`config.mk`:
```
export PLATFORM = sky130hd
export DESIGN_NAME = serial_adder_ctrl
export DESIGN_NICKNAME = d
export VERILOG_FILES = /design/src/rtl/serial_adder_ctrl.sv
export SDC_FILE = /design/constraint.sdc
export NUM_CORES = 1
export LEC_CHECK = 0
export ABC_AREA = 1
export CAP_MARGIN = 20
export CORE_AREA = 2 2 65 67
export CTS_CLUSTER_DIAMETER = 200
export DETAILED_ROUTE_END_ITERATION = 10
export DIE_AREA = 0 0 67 69
export PLACE_DENSITY = 0.73
export SYNTH_ARGS = -nofsm -noshare
export SYNTH_HDL_FRONTEND = slang
export SYNTH_HIERARCHICAL = 1
export SYNTH_SLANG_ARGS = --single-unit
```
`constraint.sdc`:
```
create_clock -name clk -period 1.1 [get_ports clk]
set_input_delay 0.22 -clock clk [delete_from_list [all_inputs] [get_ports clk]]
set_output_delay 0.22 -clock clk [all_outputs]
set_load 0.05 [all_outputs]
```
`src/rtl/serial_adder_ctrl.sv`:
```
// Bit-serial adder: one adder_full cell, LSB first, carry kept in a flop; done pulses WIDTH+1 cycles after accept.
// No backpressure: start is honoured only in IDLE/DONE and ignored while busy.
`timescale 1ns/1ps
module serial_adder_ctrl #(
  parameter int WIDTH = 8
) (
  input  logic             clk,
  input  logic             rst_n,
  input  logic             start,
  input  logic [WIDTH-1:0] a_in,
  input  logic [WIDTH-1:0] b_in,
  input  logic             cin,
  output logic             busy,
  output logic             done,
  output logic [WIDTH-1:0] sum_out,
  output logic             cout
);
  localparam int CW = $clog2(WIDTH + 1);

  typedef enum logic [1:0] {IDLE, SHIFT, DONE} state_t;
  state_t state, state_nxt;

  logic [WIDTH-1:0] opa, opb, acc;
  logic             carry;
  logic [CW-1:0]    count;
  logic             cell_sum, cell_carry;
  logic             accept, last_bit;

  adder_full u_cell (
    .a        (opa[0]),
    .b        (opb[0]),
    .incarry  (carry),
    .sum      (cell_sum),
    .outcarry (cell_carry)
  );

  // DONE accepts a new request just like IDLE, giving back-to-back adds.
  assign accept   = start && ((state == IDLE) || (state == DONE));
  assign last_bit = (state == SHIFT) && (count == CW'(WIDTH - 1));
  assign busy     = (state == SHIFT);
  assign done     = (state == DONE);

  always_ff @(posedge clk or negedge rst_n) begin
    if (!rst_n) state <= IDLE;
    else        state <= state_nxt;
  end

  always_comb begin
    state_nxt = state;
    case (state)
      IDLE:    if (start) state_nxt = SHIFT;
      SHIFT:   if (count == CW'(WIDTH - 1)) state_nxt = DONE;
      DONE:    state_nxt = start ? SHIFT : IDLE;
      default: state_nxt = IDLE;
    endcase
  end

  always_ff @(posedge clk or negedge rst_n) begin
    if (!rst_n) begin
      opa     <= '0;
      opb     <= '0;
      acc     <= '0;
      carry   <= 1'b0;
      count   <= '0;
      sum_out <= '0;
      cout    <= 1'b0;
    end else begin
      if (accept) begin
        opa   <= a_in;
        opb   <= b_in;
        carry <= cin;
        count <= '0;
        acc   <= '0;
      end else if (state == SHIFT) begin
        opa   <= {1'b0, opa[WIDTH-1:1]};
        opb   <= {1'b0, opb[WIDTH-1:1]};
        acc   <= {cell_sum, acc[WIDTH-1:1]};
        carry <= cell_carry;
        count <= count + CW'(1);
      end
      // Results only move on the completing edge, so they hold between adds.
      if (last_bit) begin
        sum_out <= {cell_sum, acc[WIDTH-1:1]};
        cout    <= cell_carry;
      end
    end
  end
endmodule

module adder_full (
  input  logic a,
  input  logic b,
  input  logic incarry,
  output logic sum,
  output logic outcarry
);
  assign sum      = a ^ b ^ incarry;
  assign outcarry = (a & b) | (incarry & (a ^ b));
endmodule

```
==> Word-level counts from Yosys, hierarchy flattened <==
Index checks and enable logic that the tools add are counted.
{ "classes": {"addsub": 1, "n_eq_ne": 5, "muxes": 14, "n_bitwise": 5, "n_reduce_logical": 6} }
{ "ops": {"columns": ["cell", "n"], "rows": [
  ["two-way mux 8 bit", 6],
  ["two-way mux 4 bit", 2],
  ["one-hot mux 2 bit (3 select lines)", 1],
  ["adder 4 x 1 -> 4 bit (second input constant)", 1],
  ["== test 4 x 3 -> 1 bit (second input constant)", 1],
  ["two-way mux 2 bit", 2],
  ["two-way mux 1 bit", 3],
  ["bitwise AND 1 bit", 2],
  ["== test 2 x 1 -> 1 bit (second input constant)", 1],
  ["== test 2 bit (second input constant)", 1],
  ["logical AND 1 bit", 2],
  ["logical NOT 2 bit", 1],
  ["!= test 2 x 1 -> 1 bit (second input constant)", 1],
  ["!= test 2 bit (second input constant)", 1],
  ["AND reduction 2 bit", 1],
  ["nonzero test 2 bit", 1],
  ["bitwise XOR 1 bit", 2],
  ["logical OR 1 bit", 1],
  ["OR 1 bit", 1]
]} }
{ "word_totals": {"ff_bits": 40, "input_bits": 20, "output_inout_bits": 11, "word_cells": 39} }

==> Depth between registers and ports, before layout <==
{ "logic_depth": {"ltp_word": 5, "mapped_depth": 7, "mapped_depth_nobuf": 6} }

==> Cells and area by module <==
Netlist, hierarchy kept.
{ "modules_own_cells": {"columns": ["module", "instances", "cells_each", "area_per_inst_um2", "seq_area_each_um2"], "rows": [
  ["serial_adder_ctrl", 1, 199, 1741.7, 975.9],
  ["adder_full", 1, 1, 20.0, 0.0]
]} }

==> Worst setup path after synthesis <==
OpenSTA, ideal clock, no wires.
{ "synth_path": {"kind": "reg-to-output", "start": "reg state[1]", "end": "out done", "arrival_ns": 1.086, "required_time_ns": 0.880, "slack_ns": -0.206, "path_stages_with_launch": 3, "n_path_buf": 0, "cell_sequence": "dfrtp_1 inv_1 nor2_1"} }
{ "synth_via": {"elab_chain_cells": 1} }
{ "synth_lines": {"columns": ["item", "line", "text"], "rows": [
  ["from (decl)", "21", "state_t state, state_nxt;"],
  ["from (signal assigned)", "45", "else state <= state_nxt;"],
  ["== test 2 bit", "41", "assign done = (state == DONE);"],
  ["to (decl)", "14", "output logic done,"]
]} }
Every way passes these cells.

==> Final worst setup path <==
{ "layout_path": {"start": "reg state[0]", "end": "out busy"} }
{ "layout_via": {"elab_chain_cells": 1} }
{ "layout_lines": {"columns": ["item", "line", "text"], "rows": [
  ["== test 2 x 1 -> 1 bit", "40", "assign busy = (state == SHIFT);"],
  ["to (decl)", "13", "output logic busy,"]
]} }
Every way passes these cells.

==> reports/metrics.yaml <==
routed_wl_mm: 4.63
synth_top_area_share_pct: 55.4
drt_iter0_drc: 41
synthTopCellsByArea: "dfrtp_1 (55%), nand2_1 (19%), o21ai_2 (5.0%)"
finalNetCount: 287
crit_family: "flip-flops"
cts_tree: "yes"
drive_above_1_share_pct: 37.6
synth.avg_cell_area_um2: 8.81
clkLatencyLatePin_ps: 300
cp_data_arrival_time_ps: 1160
rows: 23
grt_pass1_vias: 1624
path_class: "reg2out"
crit_chain: "inv_2 > nor2_4 > buf_12 > buf_12"
setup_ws_ps: -282
cts_sinks: 39
start_util_pct: 45.0
place.gp.congestion: 0.786
leakagePower_nw: 1.36
hp-class: "in2async"
worstMarginPinSlew_ps: 210
max-clock-path-buffers: 2
p_int_mw: 4.96
min_period_over_period_pct: 126
synthDistinctLibCells: 19
synth_common_cells: "nand2_1 (89), dfrtp_1 (39), inv_1 (18)"
p_clk_share_pct: 10.9
skew_ps: 9.94
critPathSlowestCell: "dfrtp_1"
pwr-share-comb_pct: 59.7
slew_viol_final: 0
ioPinCount: 31
violations: "negative setup slack"
synth_seq_cells: 39
status: "finished with violations"
drc: 0
setup_viol: 45
synth.most_common_cell: "nand2_1"
setup_tns_ps: -4540
cts.htree.levels: 2
swShare_pct: 43.6
worst_path_most_repeated_cell: "buf_12"
power_per_cell_area_nw_per_um2: 3140
grt_pass1_wl_mm: 7.33
ir_worst_vdd_mv: 1.72
diodes: 0
fp.dieArea_um2: 4620
placed_area_um2: 2340
fmax_ghz: 0.724
numCtsBuffers: 5
grt_start_max_net_pins: 40
ys_warn_count: 6
cts.reportedPaths.clkPinSlew_ps: 80
end_kind: "output port"
coreArea_um2: 3910
min_period_ps: 1380
rsz0062_at_grt: "true"
drt-pass1-iter-count: 4
syn_to_final_growth_pct: 59.4
vias: 1580
portBuffers: 30
hold_violations: 0
overflow: 0
fp.dieH_um: 69
maxCapViolations: 0
grtUsageTotal_pct: 20.9
synth_seq_area_share_pct: 55.4
vias_per_cell: 5.00
wl_per_cell_um: 14.6
synth_fp_nets: 222
cts_root_buf: "clkbuf_8"
place_hpwl_mm: 2.55
antenna_found_initial: 0
fillCellCount: 293
total_power_mw: 8.81
worst-path-buf-inv: 3
cp_max_fo: 4
yosysTopAreaCell: "dfrtp_1"
p_seq_share_pct: 29.4
synthArstFlopShare_pct: 100
required_ps: 880
synth_edf_count: 0
maxSlewHeadroom_pct: 86.0
finalHoldWorstSlack_ps: 427
startpoint_type: "flip-flop"
drtAntennaViolNets: 0
final_core_util_pct: 71.7
netlist_instances: 200
switching_power_mw: 3.85
critPathMaxStageDelay_ps: 420
synth-main-ff-cell: "dfrtp_1"
stdcell_area_um2: 2810
syn-cell-area_um2: 1760
die_x_um: 67
## routing by layer
layer / global-route usage, % / vias up / wire length (um)
met5: 0 / - / 0
met4: 9.07 / 0 / 125
met3: 5.55 / 13 / 167
met2: 33.8 / 38 / 2430
met1: 25.9 / 775 / 1910
li1: - / 754 / -
## final timing paths
check,end,startpoint,slack (ps),depth (start not counted)
worst max register to register,carry$_DFFE_PN0P_,state[0]$_DFFE_PN0P_,-220,8
min in group clk,opb[7]$_DFFE_PN0P_,b_in[7],460,3
worst max-delay path,busy,state[0]$_DFFE_PN0P_,-280,4
worst min register to register,opa[7]$_DFFE_PN0P_,opa[7]$_DFFE_PN0P_,480,2
worst min-delay path,acc[5]$_DFFE_PN0P_,rst_n,430,3
max in group asynchronous,cout$_DFFE_PN0P_,rst_n,470,3
## flip-flops by register name, summed over array words and instances (netlist names)
register / flops
acc: 7
count: 4
opa: 8
carry: 1
sum_out: 8
state: 2
opb: 8
cout: 1
## layout make-up
cell class | instances | area [um2] | area share (%)
repair buffers | 62 | 728 | 25.9
clock inverters | 2 | 12.5 | 0.446
clock buffers | 6 | 72.6 | 2.58
multi-input cells | 137 | 867 | 30.9
well taps | 50 | 62.6 | 2.23
inverters | 20 | 82.6 | 2.94
flip-flops and latches | 39 | 982 | 35.0
## power groups by stage
stage | clock, mW | sequential (mW) | combinational [mW]
after global routing | 1.05 | 2.66 | 5.65
after global placement | 0 | 2.49 | 3.88
after floorplan | 0 | 2.93 | 1.89
after detailed placement | 0 | 2.50 | 4.00
final | 0.956 | 2.59 | 5.26
after CTS | 0.959 | 2.51 | 4.67
## what timing repair did
| action | 4_1_cts | 5_1_grt |
|---|---|---|
| setup buffers | 8 | 6 |
| cloned | 4 | 0 |
| pin swaps | 7 | 7 |
| endpoints found under the hold margin | 39 | 0 |
| resized for setup | 30 | 28 |
| hold buffers | 1 | 0 |
| endpoints found under the setup margin | 35 | 50 |
## cell families (layout without fill, tap and decap cells)
group                      after synthesis  count (layout)  share of synthesized area (%)
AOI/OAI and AO/OA                       20              20                           8.31
adders and majority gates                2               2                           1.85
buffers and inverters                   27              90                           7.60
DFF                                     39              39                           55.4
and+or+nand+nor                        112             115                           26.8
## worst register-to-register path, delay by kind of cell (launching register included)
kind	cells	cell delay, ps
buffers and inverters	4	530
flip-flops	1	420
AND/OR/NAND/NOR	4	330
## per-stage QoR
stage / std cells / worst slack [ps]
floorplan: 200 / -56.6
global placement: 289 / -278
detailed placement: 289 / -320
CTS: 310 / -272
global route: 316 / -358
finish: 316 / -282
## layout by cell type, fill, tap and decap left out, types with 3 or more instances in the layout
cell	instances
nand2_1	75
dfrtp_1	34
buf_4	20
clkdlybuf4s50_1	18
inv_1	15
buf_12	15
nand3_1	12
nand2_4	11
o21ai_2	11
buf_6	6
nand2_8	5
nand2_2	5
clkbuf_8	5
dfrtp_2	5
nor2_4	4
inv_2	4
o22ai_1	4
o22ai_2	3
nor2_1	3
No activity file was read; power rests on OpenSTA's default activity.
